File: config.mk
export PLATFORM = sky130hd
export DESIGN_NAME = alu_result_buffer
export DESIGN_NICKNAME = d
export VERILOG_FILES = /design/src/rtl/alu_pkg.sv /design/src/rtl/alu_flags.sv /design/src/rtl/alu_result_buffer.sv
export SDC_FILE = /design/constraint.sdc
export NUM_CORES = 1
export LEC_CHECK = 0
export ABC_AREA = 1
export BUFFER_PORTS_ARGS = -buffer_cell sky130_fd_sc_hd__clkbuf_2
export CELL_PAD_IN_SITES_DETAIL_PLACEMENT = 1
export CELL_PAD_IN_SITES_GLOBAL_PLACEMENT = 1
export CORE_MARGIN = 10
export CORE_UTILIZATION = 44
export CTS_BUF_LIST = sky130_fd_sc_hd__clkbuf_8
export DETAILED_ROUTE_END_ITERATION = 16
export PLACE_DENSITY = 0.88
export SYNTH_ARGS = -nofsm -noshare
export SYNTH_HDL_FRONTEND = slang
export SYNTH_SLANG_ARGS = --single-unit
File: constraint.sdc
create_clock -name clk -period 3.25 [get_ports clk]
set_input_delay 0.325 -clock clk [delete_from_list [all_inputs] [get_ports clk]]
set_output_delay 0.325 -clock clk [all_outputs]
set_load 0.1 [all_outputs]
File: src/rtl/alu_pkg.sv
// Shared ALU-stage definitions: default widths and the occupancy encoding
// used by two-entry output buffers.
// No logic of its own; imported by the result buffer and its flag helper.
package alu_pkg;

  localparam int ALU_WIDTH = 32;
  localparam int ALU_TAG_W = 4;
  localparam int ALU_CNT_W = 16;

  // Occupancy of a two-entry output/skid buffer.
  typedef enum logic [1:0] {
    ST_EMPTY = 2'd0,
    ST_ONE   = 2'd1,
    ST_FULL  = 2'd2
  } occ_e;

endpackage

File: src/rtl/alu_flags.sv
// Zero/negative flag decode of a logic-unit result.
// Latency: purely combinational, zero cycles.
// Backpressure: none, it is a pure function of its input.
module alu_flags
  import alu_pkg::*;
#(
  parameter int WIDTH = ALU_WIDTH
) (
  input  logic [WIDTH-1:0] val,
  output logic             zero,
  output logic             neg
);

  // Flags are taken from the value as it enters the buffer.
  assign zero = (val == '0);
  assign neg  = val[WIDTH-1];

endmodule

File: src/rtl/alu_result_buffer.sv
// Registered two-entry output stage for the logic unit, with zero/neg flags and a push counter.
// Latency: push in cycle N is visible on out_* in cycle N+1.
// Backpressure: in_ready drops only when both entries are held; it decodes registered state only.
module alu_result_buffer
  import alu_pkg::*;
#(
  parameter int WIDTH = ALU_WIDTH,
  parameter int TAG_W = ALU_TAG_W,
  parameter int CNT_W = ALU_CNT_W
) (
  input  logic             clk,
  input  logic             rst_n,
  input  logic             in_valid,
  output logic             in_ready,
  input  logic [WIDTH-1:0] in_data,
  input  logic [TAG_W-1:0] in_tag,
  output logic             out_valid,
  input  logic             out_ready,
  output logic [WIDTH-1:0] out_data,
  output logic [TAG_W-1:0] out_tag,
  output logic             out_zero,
  output logic             out_neg,
  output logic [CNT_W-1:0] acc_count
);

  // One buffered result; flags travel with the data so they are never re-derived.
  typedef struct packed {
    logic [TAG_W-1:0] tag;
    logic             zero;
    logic             neg;
    logic [WIDTH-1:0] data;
  } entry_t;

  occ_e             state_q, state_d;
  entry_t           head_q, head_d;   // entry 0: drives the outputs
  entry_t           skid_q, skid_d;   // entry 1: absorbs one push while stalled
  logic [CNT_W-1:0] acc_q, acc_d;
  entry_t           new_entry;
  logic             new_zero;
  logic             new_neg;
  logic             push;
  logic             pop;

  alu_flags #(.WIDTH(WIDTH)) u_flags (
    .val  (in_data),
    .zero (new_zero),
    .neg  (new_neg)
  );

  assign new_entry = '{tag: in_tag, zero: new_zero, neg: new_neg, data: in_data};
  assign push      = in_valid && in_ready;
  assign pop       = out_valid && out_ready;

  // State register: occupancy only.
  always_ff @(posedge clk or negedge rst_n) begin
    if (!rst_n) begin
      state_q <= ST_EMPTY;
    end else begin
      state_q <= state_d;
    end
  end

  // Next occupancy plus entry movement; a pop from FULL refills the head from skid.
  always_comb begin
    state_d = state_q;
    head_d  = head_q;
    skid_d  = skid_q;
    case (state_q)
      ST_EMPTY: begin
        if (push) begin
          state_d = ST_ONE;
          head_d  = new_entry;
        end
      end
      ST_ONE: begin
        if (push && pop) begin
          head_d = new_entry;
        end else if (push) begin
          state_d = ST_FULL;
          skid_d  = new_entry;
        end else if (pop) begin
          state_d = ST_EMPTY;
        end
      end
      ST_FULL: begin
        if (pop) begin
          state_d = ST_ONE;
          head_d  = skid_q;
        end
      end
      default: state_d = ST_EMPTY;
    endcase
  end

  // Handshake outputs are pure decodes of the registered occupancy.
  always_comb begin
    in_ready  = (state_q != ST_FULL);
    out_valid = (state_q != ST_EMPTY);
  end

  // Push counter wraps naturally at 2^CNT_W.
  always_comb begin
    acc_d = acc_q;
    if (push) begin
      acc_d = acc_q + CNT_W'(1);
    end
  end

  // Entry and counter registers; reset clears everything so nothing stale reappears.
  always_ff @(posedge clk or negedge rst_n) begin
    if (!rst_n) begin
      head_q <= '0;
      skid_q <= '0;
      acc_q  <= '0;
    end else begin
      head_q <= head_d;
      skid_q <= skid_d;
      acc_q  <= acc_d;
    end
  end

  assign out_data  = head_q.data;
  assign out_tag   = head_q.tag;
  assign out_zero  = head_q.zero;
  assign out_neg   = head_q.neg;
  assign acc_count = acc_q;

endmodule

Word level (Yosys, flattened, before mapping)
Index checks and enable logic that the tools add are counted.
{ "totals": {"ff_bits": 94, "wordCells": 40, "output_inout_bits": 56, "inputBits": 40} }
{ "op_classes": {"reduce_logical": 10, "n_eq_ne": 8, "mux": 10, "add_sub_neg": 1, "bitwise_logic": 1} }
{ "op_table": {"columns": ["operator", "n"], "rows": [
  ["38-bit two-way mux", 3],
  ["38-bit case mux with 3 select lines", 1],
  ["32-bit zero test", 1],
  ["16-bit by 1-bit adder with 16-bit output (second input constant)", 1],
  ["2-bit two-way mux", 5],
  ["2-bit != test (second input constant)", 5],
  ["4-bit AND reduction", 2],
  ["2-bit case mux with 3 select lines", 1],
  ["1-bit logical AND", 3],
  ["3-bit != test (second input constant)", 1],
  ["3-bit AND reduction", 1],
  ["3-bit nonzero test", 1],
  ["2-bit by 1-bit equality test with 1-bit output (second input constant)", 1],
  ["2-bit equality test (second input constant)", 1],
  ["2-bit zero test", 1],
  ["2-bit nonzero test", 1],
  ["1-bit inverter", 1]
]} }

Logic depth before layout (Yosys ltp)
{ "depth": {"depth_word": 6, "depth_mapped": 9, "depth_no_buf": 9} }

By module
From an unflattened synthesis, not the netlist that was laid out.
{ "unflattened": {"cells_unflattened": 561, "area_unflattened_um2": 4369.2} }
{ "by_module_without_submodules": {"columns": ["mod", "cells_per_inst", "area_per_inst_um2", "n_inst", "seq_area_each_um2"], "rows": [
  ["alu_result_buffer", 529, 4245.3, 1, 2352.3],
  ["alu_flags", 32, 123.9, 1, 0.0]
]} }

Worst setup path before layout
OpenSTA, ideal clock, no wires.
{ "synth_path": {"path_type": "register -> register", "from": "register state_q[1]", "to": "register head_q (netlist bit out_zero)", "setup_ns": 0.120, "slack_ns": 1.200, "synth_period_minus_slack_ns": 2.050, "required_ns": 3.130, "path_stages_with_launch": 6, "n_path_buf": 1, "arrival_ns": 1.930, "path_cell_list": "dfrtp_1 -> nand2_1 -> clkbuf_1 -> o21ai_0 -> nand2_1 -> nand2_1"} }
{ "synth_between": {"elab_chain_cells": 5, "elab_cells_between_ends": 14, "cone_classes": "6 x eq/ne; 1 x mux; 7 x reduce/logical"} }
{ "synth_rtl": {"columns": ["item", "line_no", "text"], "rows": [
  ["from (decl)", "alu_result_buffer.sv:34", "occ_e state_q, state_d;"],
  ["from (signal assigned)", "alu_result_buffer.sv:59", "state_q <= state_d;"],
  ["2-bit != test *", "alu_result_buffer.sv:97", "in_ready = (state_q != ST_FULL);"],
  ["net in_ready", "alu_result_buffer.sv:14", "output logic in_ready,"],
  ["1-bit logical AND *", "alu_result_buffer.sv:51", "assign push = in_valid && in_ready;"],
  ["1-bit logical AND", "alu_result_buffer.sv:76", "if (push && pop) begin"],
  ["2-bit != test (no source line)", null, null],
  ["4-bit AND reduction (no source line) *", null, null],
  ["to (signal assigned)", "alu_result_buffer.sv:112", "head_q <= '0;"],
  ["to (signal assigned)", "alu_result_buffer.sv:116", "head_q <= head_d;"],
  ["to (decl)", "alu_result_buffer.sv:35", "entry_t head_q, head_d;"]
]} }
Mark *: on every way through the listed nets, which the timed path passes. The rest lies on a longest branch.
A chain may end at the register's enable or synchronous reset.

Worst setup path in the final report
{ "layout_path": {"from": "register state_q[0]", "to": "output in_ready"} }
{ "layout_between": {"elab_chain_cells": 1} }
{ "layout_rtl": {"columns": ["item", "line_no"], "rows": [
  ["2-bit != test", "alu_result_buffer.sv:97"],
  ["to (decl)", "alu_result_buffer.sv:14"]
]} }
Every way passes these cells.

==> impl_metrics.py <==
metrics = {
    "setup_path": {
        "critical_path.startpoint_type": "flip-flop",
        "critPathKind": "flip-flop to output port",
        "worstPathArrival_ps": 1820,
        "worst_setup_path_end_kind": "output port",
        "critPathRequiredTime_ps": 2920,
        "crit_fanout": 12,
    },
    "cells_and_area": {
        "fillers": 1193,
        "layout.cells.most_common_list": "236 x sky130_fd_sc_hd__nand2_1, 94 x sky130_fd_sc_hd__clkbuf_2, 92 x sky130_fd_sc_hd__dfrtp_1",
        "nNetsFinal": 652,
        "non_filler_cells_in_the_finished_layout": 727,
        "synthToLayoutAreaGrowth_pct": 18.9,
        "final_layout_size_suffix_gt1_share_pct": 20.6,
        "final_design_area_no_fill_um2": 4930,
        "multiInputGateArea_um2": 1660,
        "sequential_cell_area_um2": 2300,
        "number_of_antenna_repair_diodes": 0,
        "layout_commonest_cell": "sky130_fd_sc_hd__nand2_1",
    },
    "place": {
        "globalplace.congestion": 0.808,
        "dpl-instance-area_um2": 4710,
        "dp_hpwl_um": 8910,
        "port_buffers": 95,
        "dpl.cell_count": 710,
    },
    "power_and_ir_drop": {
        "ir_worst_vdd_mv": 0.692,
        "clk_network_pwr_share_pct": 16.5,
        "reported_net_switching_power_mw": 2.74,
        "power-per-cell-area_nw_per_um2": 1030,
        "leakage_nw": 2.55,
        "cellInternalPower_mw": 2.32,
        "power.share.combinational_pct": 48.2,
        "swShare_pct": 54.1,
        "power_frac_seq_pct": 35.4,
    },
    "logic_synthesis": {
        "yosys_register_bits": 92,
        "synth_largest_area_cell": "sky130_fd_sc_hd__dfrtp_1",
        "synthesized_net_count": 562,
        "ys_warn_count": 0,
        "yosysUniqueCellTypes": 23,
        "synth.avg_cell_area_um2": 7.96,
        "synth_top_cells_by_area": "sky130_fd_sc_hd__dfrtp_1 56%, sky130_fd_sc_hd__nand2_1 21%, sky130_fd_sc_hd__nor2_1 6.8%",
        "fraction_of_synthesized_cell_area_taken_by_the_top_area_cell_type_pct": 55.5,
        "synth_seq_area_share_pct": 55.5,
        "synth_cells": 521,
        "synth_area_um2": 4150,
    },
    "drt": {
        "first_iter_violations": 254,
        "avgViaCountPerCell": 5.24,
        "route.detailed.wl_per_inst_um": 17.1,
        "drt-total-wl_um": 12500,
        "routed-via-count": 3810,
        "drtPass1Iterations": 4,
        "drtAntennaViolNets": 0,
        "drt_drc_violations_left": 0,
    },
    "clocking": {
        "cts_buf_count": 9,
        "insertion_delay_ps": 370,
        "postCtsSetupRepairBufs": 0,
        "cts_resized": 0,
        "cts.reportedPaths.clkPinSlew_ps": 90,
        "tritoncts": "built",
        "cts_root_buffer": "sky130_fd_sc_hd__clkbuf_8",
        "clock_tree.htree_level_count": 3,
        "holdBufCountCts": 1,
        "cts.path.max_buffers": 2,
        "numClockSinks": 92,
    },
    "run": {
        "max-cap-violations": 0,
    },
    "sta": {
        "max_clk_rate_mhz": 466,
        "share_of_the_cycle_needed_by_the_critical_path_after_routing_pct": 66.1,
        "finClkSkew_ps": 15.2,
        "report.final.hold_viol_count": 0,
        "max_slew.worst_pin.slew_ps": 686,
        "rsz0062_at_grt": "false",
        "drv_slew": 0,
        "setup_violations": 0,
        "setup-tns-final_ps": 0,
        "final_period_minus_worst_setup_slack_ps": 2150,
        "timing.max_slew.rel_slack_pct": 54.2,
    },
    "floorplan": {
        "floorplan.rows": 35,
        "die-height_um": 117,
        "die_width_um": 117,
        "core_area_um2": 9200,
        "die-area_um2": 13700,
        "ioPinCount": 96,
        "initial_utilization_pct": 45.1,
    },
    "global_route": {
        "first_global_vias": 4195,
        "grt_start_max_net_pins": 49,
        "grt_pass1_wl_um": 20700,
        "grt_antenna_before_repair": 0,
        "globalRouteOverflowTotal": 0,
        "gr-usage-all-layers_pct": 19.0,
    },
    "worst_hold_path": {
        "hold_class": "primary input to flip-flop",
    },
    "run_status": {
        "run_status": "completed",
    },
}
==> metrics by stage <==
stage          hold WS (ps)  power (mW)  worst slack, ps  util (%)
2_1_floorplan          29.4        3.75             1200         -
3_3_place_gp            373        4.18             1440      51.2
3_5_place_dp            374        4.26             1300      51.2
4_1_cts                 165        5.10             1100      53.6
5_1_grt                 167        5.32             1040      53.6
6_report                171        5.06             1100      53.6
==> worst max-delay path, cell delays in order (launching register included) <==
cell	delay, ps
sky130_fd_sc_hd__dfrtp_1	450
sky130_fd_sc_hd__inv_2	80
sky130_fd_sc_hd__nand2_1	370
sky130_fd_sc_hd__clkbuf_2	560
==> cells by family (layout without fill, tap and decap cells) <==
family	Yosys count	in the layout	share of synthesized area, %
buf+inv	43	138	4.77
simple gates	327	327	30.5
xor+xnor	9	9	1.90
compound gates	49	49	7.06
flops	92	92	55.5
fa+ha+maj	1	1	0.302
==> cell type report <==
cell class / instances / share of cell area, %
clock buffers: 12 / 3.35
clock inverters: 4 / 0.964
inverters: 20 / 1.52
multi-input cells: 386 / 33.6
flip-flops and latches: 92 / 46.7
well taps: 111 / 2.82
repair buffers: 102 / 11.1
==> synthesized netlist by cell type <==
master / n
sky130_fd_sc_hd__nand2_1: 236
sky130_fd_sc_hd__dfrtp_1: 92
sky130_fd_sc_hd__nor2_1: 75
sky130_fd_sc_hd__a31oi_1: 36
sky130_fd_sc_hd__inv_1: 16
sky130_fd_sc_hd__buf_2: 14
sky130_fd_sc_hd__nand3_1: 6
sky130_fd_sc_hd__o21ai_0: 6
sky130_fd_sc_hd__buf_4: 5
sky130_fd_sc_hd__xor2_1: 5
sky130_fd_sc_hd__clkbuf_1: 4
sky130_fd_sc_hd__inv_2: 4
sky130_fd_sc_hd__nor2_2: 4
sky130_fd_sc_hd__o21ai_1: 4
sky130_fd_sc_hd__xnor2_1: 4
sky130_fd_sc_hd__a21oi_1: 2
sky130_fd_sc_hd__nand4_1: 2
sky130_fd_sc_hd__ha_1: 1
sky130_fd_sc_hd__nand2_2: 1
sky130_fd_sc_hd__nand3_2: 1
sky130_fd_sc_hd__nand3b_1: 1
sky130_fd_sc_hd__nor3_1: 1
sky130_fd_sc_hd__o31ai_1: 1
==> power by group through the flow <==
stage	logic (mW)	clock network (mW)	registers (mW)
2_1_floorplan	0.596	0	3.16
3_3_place_gp	2.40	0	1.78
3_5_place_dp	2.45	0	1.81
4_1_cts	2.47	0.844	1.79
5_1_grt	2.58	0.899	1.84
6_report	2.44	0.834	1.79
==> worst paths after layout <==
| check | slack [ps] | from | endpoint | cells after the start |
|---|---|---|---|---|
| worst max-delay path | 1100 | state_q[0]$_DFFE_PN0P_ | in_ready | 3 |
| worst min-delay path | 170 | in_tag[1] | skid_q[35]$_DFFE_PN0P_ | 3 |
| worst max register to register | 1260 | state_q[1]$_DFFE_PN0P_ | out_data[27]$_DFFE_PN0P_ | 8 |
| worst min register to register | 480 | skid_q[11]$_DFFE_PN0P_ | skid_q[11]$_DFFE_PN0P_ | 2 |
| max in group asynchronous | 2070 | rst_n | out_data[12]$_DFFE_PN0P_ | 3 |
| min in group asynchronous | 500 | rst_n | skid_q[4]$_DFFE_PN0P_ | 2 |
==> routing by layer <==
metal,track usage (%),wire (µm),vias up
li1,-,-,1809
met1,23.0,5340,1904
met2,32.8,6290,86
met3,4.84,674,11
met4,5.35,146,0
met5,0,0,-
==> flip-flops by register name, indices dropped and copies added (netlist names) <==
| signal | flops |
|---|---|
| skid_q | 37 |
| out_data | 31 |
| acc_count | 16 |
| out_tag | 4 |
| state_q | 2 |
| out_neg | 1 |
| out_zero | 1 |
Note: power is estimated with default switching activity, not from simulation.
